`src/rtl/vga_vram_pkg.sv`:
```
// Shared constants and FSM encoding for the VGA video-RAM arbiter.
package vga_vram_pkg;

    localparam int H_ACTIVE   = 640;
    localparam int V_ACTIVE   = 480;
    localparam int FB_DEPTH   = H_ACTIVE * V_ACTIVE;

    localparam int DEFAULT_AW = 19;
    localparam int DEFAULT_DW = 24;

    typedef enum logic {
        IDLE = 1'b0,
        ACK  = 1'b1
    } arb_state_t;

endpackage

```
`src/rtl/vga_vram_arbiter_rr_pick.sv`:
```
// Combinational round-robin picker: first set request at or above ptr, wrapping.
module rr_pick #(
    parameter int NREQ = 2,
    parameter int PW   = (NREQ > 1) ? $clog2(NREQ) : 1
) (
    input  logic [NREQ-1:0] req,
    input  logic [PW-1:0]   ptr,
    output logic [NREQ-1:0] grant,
    output logic [PW-1:0]   gidx,
    output logic            any
);

    // Scan from the farthest offset back toward ptr so the nearest requester wins.
    always_comb begin
        int idx;
        grant = '0;
        gidx  = '0;
        any   = |req;
        idx   = 0;
        for (int i = NREQ - 1; i >= 0; i--) begin
            idx = (int'(ptr) + i) % NREQ;
            if (req[PW'(idx)]) begin
                gidx = PW'(idx);
            end
        end
        grant[gidx] = any;
    end

endmodule

```
`src/rtl/vga_vram_arbiter.sv`:
```
// Single-port VRAM arbiter: display reads always win, writers share idle
// cycles round-robin with a one-cycle ack pulse per grant.
//
// state | meaning
// IDLE  | free to grant a writer in any cycle the display leaves the RAM idle
// ACK   | wr_ack pulse cycle; no write issued, display reads still served
module vga_vram_arbiter
    import vga_vram_pkg::*;
#(
    parameter int NREQ  = 2,
    parameter int AW    = DEFAULT_AW,
    parameter int DW    = DEFAULT_DW,
    parameter int DEPTH = FB_DEPTH,
    parameter int CNTW  = 16
) (
    input  logic               clk,
    input  logic               reset,
    input  logic               disp_req,
    input  logic [AW-1:0]      disp_addr,
    output logic [DW-1:0]      disp_data,
    output logic               disp_rvalid,
    input  logic [NREQ-1:0]    wr_req,
    input  logic [NREQ*AW-1:0] wr_addr,
    input  logic [NREQ*DW-1:0] wr_data,
    output logic [NREQ-1:0]    wr_ack,
    output logic               mem_en,
    output logic               mem_we,
    output logic [AW-1:0]      mem_addr,
    output logic [DW-1:0]      mem_wdata,
    input  logic [DW-1:0]      mem_rdata,
    output logic [CNTW-1:0]    wr_stall_cnt,
    output logic               addr_err
);

    localparam int          PW      = (NREQ > 1) ? $clog2(NREQ) : 1;
    localparam logic [31:0] DEPTH_U = 32'(DEPTH);

    arb_state_t      state, state_nxt;
    logic [PW-1:0]   rr_ptr, rr_ptr_nxt;
    logic [NREQ-1:0] ack_nxt;
    logic            stall_inc;
    logic            err_set;

    logic [NREQ-1:0] pick_grant;
    logic [PW-1:0]   pick_idx;
    logic            pick_any;

    logic [AW-1:0]   req_addr [NREQ];
    logic [DW-1:0]   req_data [NREQ];
    logic [AW-1:0]   win_addr;
    logic [DW-1:0]   win_data;
    logic            win_in_range;

    for (genvar g = 0; g < NREQ; g++) begin : g_unpack
        assign req_addr[g] = wr_addr[g*AW +: AW];
        assign req_data[g] = wr_data[g*DW +: DW];
    end

    rr_pick #(
        .NREQ (NREQ),
        .PW   (PW)
    ) u_pick (
        .req   (wr_req),
        .ptr   (rr_ptr),
        .grant (pick_grant),
        .gidx  (pick_idx),
        .any   (pick_any)
    );

    assign win_addr     = req_addr[pick_idx];
    assign win_data     = req_data[pick_idx];
    assign win_in_range = (32'(win_addr) < DEPTH_U);

    // RAM read data lands one cycle after the request, so gate it with the
    // registered request flag rather than registering it again.
    assign disp_data = disp_rvalid ? mem_rdata : '0;

    // Next-state decode plus the combinational RAM port mux.
    always_comb begin
        state_nxt  = state;
        rr_ptr_nxt = rr_ptr;
        ack_nxt    = '0;
        stall_inc  = 1'b0;
        err_set    = 1'b0;
        mem_en     = 1'b0;
        mem_we     = 1'b0;
        mem_addr   = '0;
        mem_wdata  = '0;

        if (disp_req) begin
            mem_en   = 1'b1;
            mem_addr = disp_addr;
        end

        case (state)
            IDLE: begin
                if (pick_any) begin
                    if (disp_req) begin
                        stall_inc = 1'b1;
                    end else begin
                        ack_nxt    = pick_grant;
                        rr_ptr_nxt = (pick_idx == PW'(NREQ - 1)) ? '0 : pick_idx + 1'b1;
                        state_nxt  = ACK;
                        if (win_in_range) begin
                            mem_en    = 1'b1;
                            mem_we    = 1'b1;
                            mem_addr  = win_addr;
                            mem_wdata = win_data;
                        end else begin
                            err_set = 1'b1;
                        end
                    end
                end
            end
            ACK: begin
                state_nxt = IDLE;
            end
            default: begin
                state_nxt = IDLE;
            end
        endcase

        if (reset) begin
            mem_en = 1'b0;
            mem_we = 1'b0;
        end
    end

    // FSM state register.
    always_ff @(posedge clk) begin
        if (reset) begin
            state <= IDLE;
        end else begin
            state <= state_nxt;
        end
    end

    // Pointer, ack, read-valid, stall counter and sticky error registers.
    always_ff @(posedge clk) begin
        if (reset) begin
            rr_ptr       <= '0;
            wr_ack       <= '0;
            disp_rvalid  <= 1'b0;
            wr_stall_cnt <= '0;
            addr_err     <= 1'b0;
        end else begin
            rr_ptr      <= rr_ptr_nxt;
            wr_ack      <= ack_nxt;
            disp_rvalid <= disp_req;
            if (stall_inc && (wr_stall_cnt != '1)) begin
                wr_stall_cnt <= wr_stall_cnt + 1'b1;
            end
            if (err_set) begin
                addr_err <= 1'b1;
            end
        end
    end

endmodule

```
`config.mk`:
```
export PLATFORM = sky130hd
export DESIGN_NAME = vga_vram_arbiter
export DESIGN_NICKNAME = d
export VERILOG_FILES = /design/src/rtl/vga_vram_pkg.sv /design/src/rtl/vga_vram_arbiter_rr_pick.sv /design/src/rtl/vga_vram_arbiter.sv
export SDC_FILE = /design/constraint.sdc
export NUM_CORES = 1
export LEC_CHECK = 0
export CAP_MARGIN = 20
export CORE_MARGIN = 2
export CORE_UTILIZATION = 25
export DETAILED_ROUTE_END_ITERATION = 6
export PLACE_DENSITY = 0.74
export SYNTH_ARGS = -nofsm -noshare
export SYNTH_HDL_FRONTEND = slang
export SYNTH_SLANG_ARGS = --single-unit
```
`constraint.sdc`:
```
create_clock -name clk -period 6.2 [get_ports clk]
set_clock_uncertainty 0.05 [all_clocks]
set_input_delay 1.24 -clock clk [delete_from_list [all_inputs] [get_ports clk]]
set_output_delay 1.24 -clock clk [all_outputs]
set_load 0.005 [all_outputs]
```
Word-level counts from Yosys, hierarchy flattened
Cells that the tools add are included.
{"block": "word_totals", "wordCells": 71, "input_bits": 134, "output_inout_bits": 89, "regBits": 22}
{"block": "classes", "n_eq_ne": 1, "n_addsub": 3, "order_cmp": 6, "muxes": 45, "n_bitwise": 5, "reduce_logical": 5}
{"cell": "2-to-1 mux 24 bit", "n": 8}
{"cell": "2-to-1 mux 19 bit", "n": 8}
{"cell": "2-to-1 mux 1 bit", "n": 27}
{"cell": "< comparator 19 bit (second input constant)", "n": 1}
{"cell": "adder 16 x 1 -> 16 bit (second input constant)", "n": 1}
{"cell": "inequality test 16 bit (second input constant)", "n": 1}
{"cell": "< comparator 1 x 3 -> 1 bit (second input constant)", "n": 2}
{"cell": "OR reduction 4 bit", "n": 1}
{"cell": "inverter 1 bit", "n": 3}
{"cell": "AND reduction 3 bit", "n": 1}
{"cell": "adder 1 bit (second input constant)", "n": 2}
{"cell": "AND 2 bit", "n": 1}
{"cell": ">= comparator 2 bit (second input constant)", "n": 1}
{"cell": "logical AND 1 bit", "n": 2}
{"cell": "< comparator 1 x 2 -> 1 bit (second input constant)", "n": 1}
{"cell": "inverter 1 -> 2 bit", "n": 1}
{"cell": "case mux 1 bit (2 select lines)", "n": 1}
{"cell": "OR reduction 2 bit", "n": 1}
{"cell": "demux 1 bit (select 1 bit)", "n": 1}
{"cell": ">= comparator 1 bit (second input constant)", "n": 1}

Logic depth before layout (Yosys ltp)
{"block": "depth", "word_depth": 16, "mapped_depth": 7, "ltp_nobuf": 6}

Modules after synthesis
A second synthesis with hierarchy kept.
{"block": "unflattened", "cells_unflattened": 279, "area_unflattened_um2": 2045.7}
{"mod": "vga_vram_arbiter", "n_inst": 1, "seq_area_each_um2": 440.4, "cells_each": 274, "area_per_inst_um2": 2015.7}
{"mod": "rr_pick", "n_inst": 1, "seq_area_each_um2": 0.0, "cells_each": 5, "area_per_inst_um2": 30.0}

Worst setup path before layout
OpenSTA, ideal clock, no wires.
{"block": "synth_timing", "path_kind": "input to output", "from": "input wr_req[0]", "to": "output mem_addr[0]", "path_stages": 7, "t_arrival_ns": 2.456, "t_required_ns": 4.910, "n_path_buf": 2, "path_slack_ns": 2.454, "cell_sequence": "and2_1 > clkbuf_1 > mux2_4 > o211ai_2 > nand2_1 > buf_2 > o21ai_1"}
{"block": "synth_between", "elab_chain_cells": 13, "elab_cells_between_ends": 16, "cone_classes": "order compare (1); mux (13); bitwise (1); reduce/logical (1)"}
{"item": "from (decl)", "line_no": "vga_vram_arbiter.sv:22", "rtl": "input logic [NREQ-1:0] wr_req,"}
{"item": "2-to-1 mux 1 bit (implied by the code) (2 in series)", "line_no": "vga_vram_arbiter_rr_pick.sv:22", "rtl": "if (req[PW'(idx)]) begin"}
{"item": "2-to-1 mux 1 bit (2 in series)", "line_no": "vga_vram_arbiter_rr_pick.sv:22"}
{"item": "inverter 1 -> 2 bit (implied by the code)", "line_no": "vga_vram_arbiter.sv:70", "rtl": "assign win_addr = req_addr[pick_idx];"}
{"item": "2-to-1 mux 19 bit (implied by the code) (3 in series)", "line_no": "vga_vram_arbiter.sv:70"}
{"item": "< comparator 19 bit", "line_no": "vga_vram_arbiter.sv:72", "rtl": "assign win_in_range = (32'(win_addr) < DEPTH_U);"}
{"item": "2-to-1 mux 19 bit", "line_no": "vga_vram_arbiter.sv:104", "rtl": "if (win_in_range) begin"}
{"item": "2-to-1 mux 19 bit", "line_no": "vga_vram_arbiter.sv:98", "rtl": "if (disp_req) begin"}
{"item": "2-to-1 mux 19 bit *", "line_no": "vga_vram_arbiter.sv:97", "rtl": "if (pick_any) begin"}
{"item": "2-to-1 mux 19 bit *", "line_no": "vga_vram_arbiter.sv:95", "rtl": "case (state)"}
{"item": "to (decl)", "line_no": "vga_vram_arbiter.sv:28", "rtl": "output logic [AW-1:0] mem_addr,"}
Every way passes the cells marked *; elsewhere a longest branch is shown, timed or not. The select of a mux whose other input is x is not followed.

Worst setup path in the final report
{"block": "layout_timing", "from": "input wr_req[0]", "to": "output mem_wdata[12]"}
{"block": "layout_between", "elab_chain_cells": 13, "elab_cells_between_ends": 19, "cone_classes": "order compare (1); mux (16); bitwise (1); reduce/logical (1)"}
{"item": "2-to-1 mux 1 bit (implied by the code) (2 in series)", "line_no": "vga_vram_arbiter_rr_pick.sv:22"}
{"item": "2-to-1 mux 1 bit (2 in series)", "line_no": "vga_vram_arbiter_rr_pick.sv:22"}
{"item": "inverter 1 -> 2 bit (implied by the code)", "line_no": "vga_vram_arbiter.sv:70, vga_vram_arbiter.sv:71"}
{"item": "2-to-1 mux 19 bit (implied by the code) (3 in series)", "line_no": "vga_vram_arbiter.sv:70"}
{"item": "< comparator 19 bit", "line_no": "vga_vram_arbiter.sv:72"}
{"item": "2-to-1 mux 24 bit", "line_no": "vga_vram_arbiter.sv:104"}
{"item": "2-to-1 mux 24 bit", "line_no": "vga_vram_arbiter.sv:98"}
{"item": "2-to-1 mux 24 bit *", "line_no": "vga_vram_arbiter.sv:97"}
{"item": "2-to-1 mux 24 bit *", "line_no": "vga_vram_arbiter.sv:95"}
{"item": "to (decl)", "line_no": "vga_vram_arbiter.sv:29", "rtl": "output logic [DW-1:0] mem_wdata,"}
Marks and branches as above.

==> qor.txt <==
Result of the run: finished clean
Hold Violations, Final: 0
Number of buffers on the longest clock path: 2
RSZ-0062 raised after global routing: false
Headroom to the max-slew limit: 0.347
Instance count of the mapped netlist: 295
Fraction of final layout cells sized beyond drive strength 1: 0.0375
Yosys synthesis warning count: 0
Reported leakage power: 1.67 nW
Post-DP HPWL: 7.59 mm
# IOs: 223
Insertion delay to the later sink of the worst-skew pair: 0.26 ns
Highest ir drop seen on vdd: 0.0910 mV
Via count of the first global-routing pass: 2682
Wire length of the first global-routing pass: 14.1 mm
Clock tree from TritonCTS: done
Hold Crit Class: flip-flop to flip-flop
Mean Syn Cell Area: 6.70 sq um
Input/output buffers: 222
Area grow syn2layout: 119%
Critical path peak fanout: 40
Synth Cell Area: 0.00198 sq mm
Post-synth top area share: 0.223
Post-layout minimum cycle time: 5.04 ns
Fin area: 0.00434 sq mm
Initial core utilization: 0.257
Post-CTS setup repair buffer count: 0
EDFF count, synth: 0
Crit path arrival time: 3.75 ns
CTS clk-pin slew, worst paths: 0.08 ns
Library cell with the highest instance count after synthesis: nand2_1
Count of TritonRoute iterations in the first routing pass: 4
Largest net degree at the start of global routing: 41
Vert. Die Dim: 92.9 microns
Cell mode on critical path: clkdlybuf4s50_1
Total inserted antenna cells: 0
CP startpoint kind: input port
Total overflow reported by the global router: 0
Total clock buffers created by CTS: 3
Sequential Area: 440 sq um
Cells on Worst Hold Path: 1
Critical setup path kind: input port to output pin
Slew @ Worst Pin: 0.970 ns
DR vias/cell: 4.64
Proportion of synthesized flip-flops having asynchronous set or reset: 0
Core Footprint: 0.00769 sq mm
Placed cell areas: 0.00428 sq mm
Synth Flop Type: dfxtp_1
Total power: 0.000476 W
Post-synth top area cell: dfxtp_1
Clock sink count: 22
Fraction of the yosys area taken by sequential cells: 0.223
Remaining antenna violation count after routing: 0
Count of cells along the worst register-to-register path: 6
Total of cells resized after clock tree synthesis: 0
RePlAce Congestion: 0.827
Antenna violations before repair: 0
Minimum setup slack among reg-to-reg paths: 3.95 ns
Total routing resource utilization after global routing: 0.202
Iteration-0 DRC Markers: 70
Power density normalized to cell area: 110 mW/mm^2
Horizontal extent of the die: 92.9 microns
Fin crit share: 0.812
Root buffer cell: clkbuf_8
Multi-input gate area: 0.00143 sq mm
Max Cap Viol: 0
Total of fill cells in the finished design: 736
Detailed-route DRC error count: 0
Required time of the critical path: 4.91 ns
Number of cells in the finished layout apart from fillers: 609
Cells taking the most area after synthesis: dfxtp_1 (22%), nand2_1 (14%), mux2i_1 (8.1%)
Flip-flop and latch count after synthesis: 22
Total wire length after detailed routing: 9.31 mm
Library cell contributing the largest single delay on the critical path: clkdlybuf4s50_1
Kind of capture point of the worst setup path: output pin
Post-route setup TNS: 0 ns
Peak per-stage delay on the critical path: 0.58 ns
Hold_buf cts: 0
Most instantiated cells after synthesis: nand2_1 (74), a21oi_1 (27), and2_1 (25), dfxtp_1 (22), nor2_1 (22)
Average detailed-routed wire length per instance: 15.3 microns
Worst hold margin: 0.446 ns
Syn nets: 430
Core Rows: 32
Series of cell instances along the critical path: clkdlybuf4s50_1 -> and2_1 -> mux2_4 -> o211ai_2 -> nand2_1 -> buf_4 -> a21oi_1 -> clkdlybuf4s50_1
Inst Count DP: 605
Final setup violation count: 0
Die ar.: 0.00864 sq mm
Layout Nets: 643
H-tree levels: 1
Total via count after detailed routing: 2825
Count of pins over their slew limit: 0
Distinct cell type count after synthesis: 40
Max frequency: 199 MHz
## cell type report
class                           count  share of cell area
Timing Repair Buffer              228               0.523
Sequential cell                    22               0.102
Tap cell                          102              0.0294
Clock buffer                        4              0.0127
Inverter                            6             0.00519
Multi-Input combinational cell    247               0.329
## where the power goes
part / switching (W) / total [W] / leakage, nW / internal [W]
sequential: 0.00000470 / 0.000149 / 0.179 / 0.000145
clock: 0.0000479 / 0.000105 / 0.0288 / 0.0000567
combinational: 0.0000742 / 0.000222 / 1.46 / 0.000148
total: 0.000127 / 0.000476 / 1.67 / 0.000350
## path summary, 6_finish.rpt
path,from,endpoint
setup / recovery,wr_req[0],mem_wdata[12]
hold reg to reg,addr_err,addr_err
setup reg to reg,wr_stall_cnt[7],wr_stall_cnt[11]
hold / removal,addr_err,addr_err
## sequential cells by signal (all words and copies together) (netlist names)
| signal | cells |
|---|---|
| state | 1 |
| wr_stall_cnt | 16 |
| addr_err | 1 |
| rr_ptr | 1 |
| wr_ack | 2 |
| disp_rvalid | 1 |
## worst max-delay path: cells and delay by family
family / cells / cell delay, ns
AO/OA/AOI/OAI: 2 / 0.42
AND/OR/NAND/NOR: 2 / 0.35
buffers and inverters: 3 / 1.38
multiplexers: 1 / 0.34
## stage by stage
step	utilization	worst slack [ns]
2_1_floorplan	-	2.45
3_3_place_gp	0.557	1.20
3_5_place_dp	0.557	1.17
4_1_cts	0.564	1.17
5_1_grt	0.564	1.03
6_report	0.564	1.16
## layer usage
layer  wire, microns  part of all wire  GRT usage
met5               0                 0          0
met4             144             0.015     0.0417
met3             728             0.078     0.0504
met2            4680              0.50      0.368
met1            3760              0.40      0.238
## cell usage in the layout (no fill, tap or decap), types with 2 or more instances in the layout
cell	synthesis	routed
a211oi_1	3	3
a21oi_1	27	27
a32o_1	3	3
and2_1	25	25
buf_4	1	6
clkbuf_8	0	4
clkdlybuf4s50_1	0	222
dfxtp_1	22	22
inv_1	6	6
mux2_2	2	2
mux2i_1	16	16
nand2_1	74	74
nand3_1	6	6
nand4_1	7	7
nor2_1	22	22
nor3_1	5	5
nor4_1	3	3
nor4_4	2	2
o21a_1	2	2
o21ai_0	3	3
o21ai_1	17	17
or3_1	2	2
xnor2_1	10	10
xor2_1	2	2
## cell families (layout without fill, tap and decap cells)
group | after synthesis | after routing | synth area share
AOI/OAI and AO/OA | 63 | 63 | 0.189
xor gates and xnor gates | 12 | 12 | 0.0532
adders and majority gates | 1 | 1 | 0.00633
buffers and inverters | 26 | 238 | 0.0563
DFF | 22 | 22 | 0.223
muxes | 19 | 19 | 0.100
and+or+nand+nor | 152 | 152 | 0.372
Note: power is estimated with default switching activity, not from simulation.
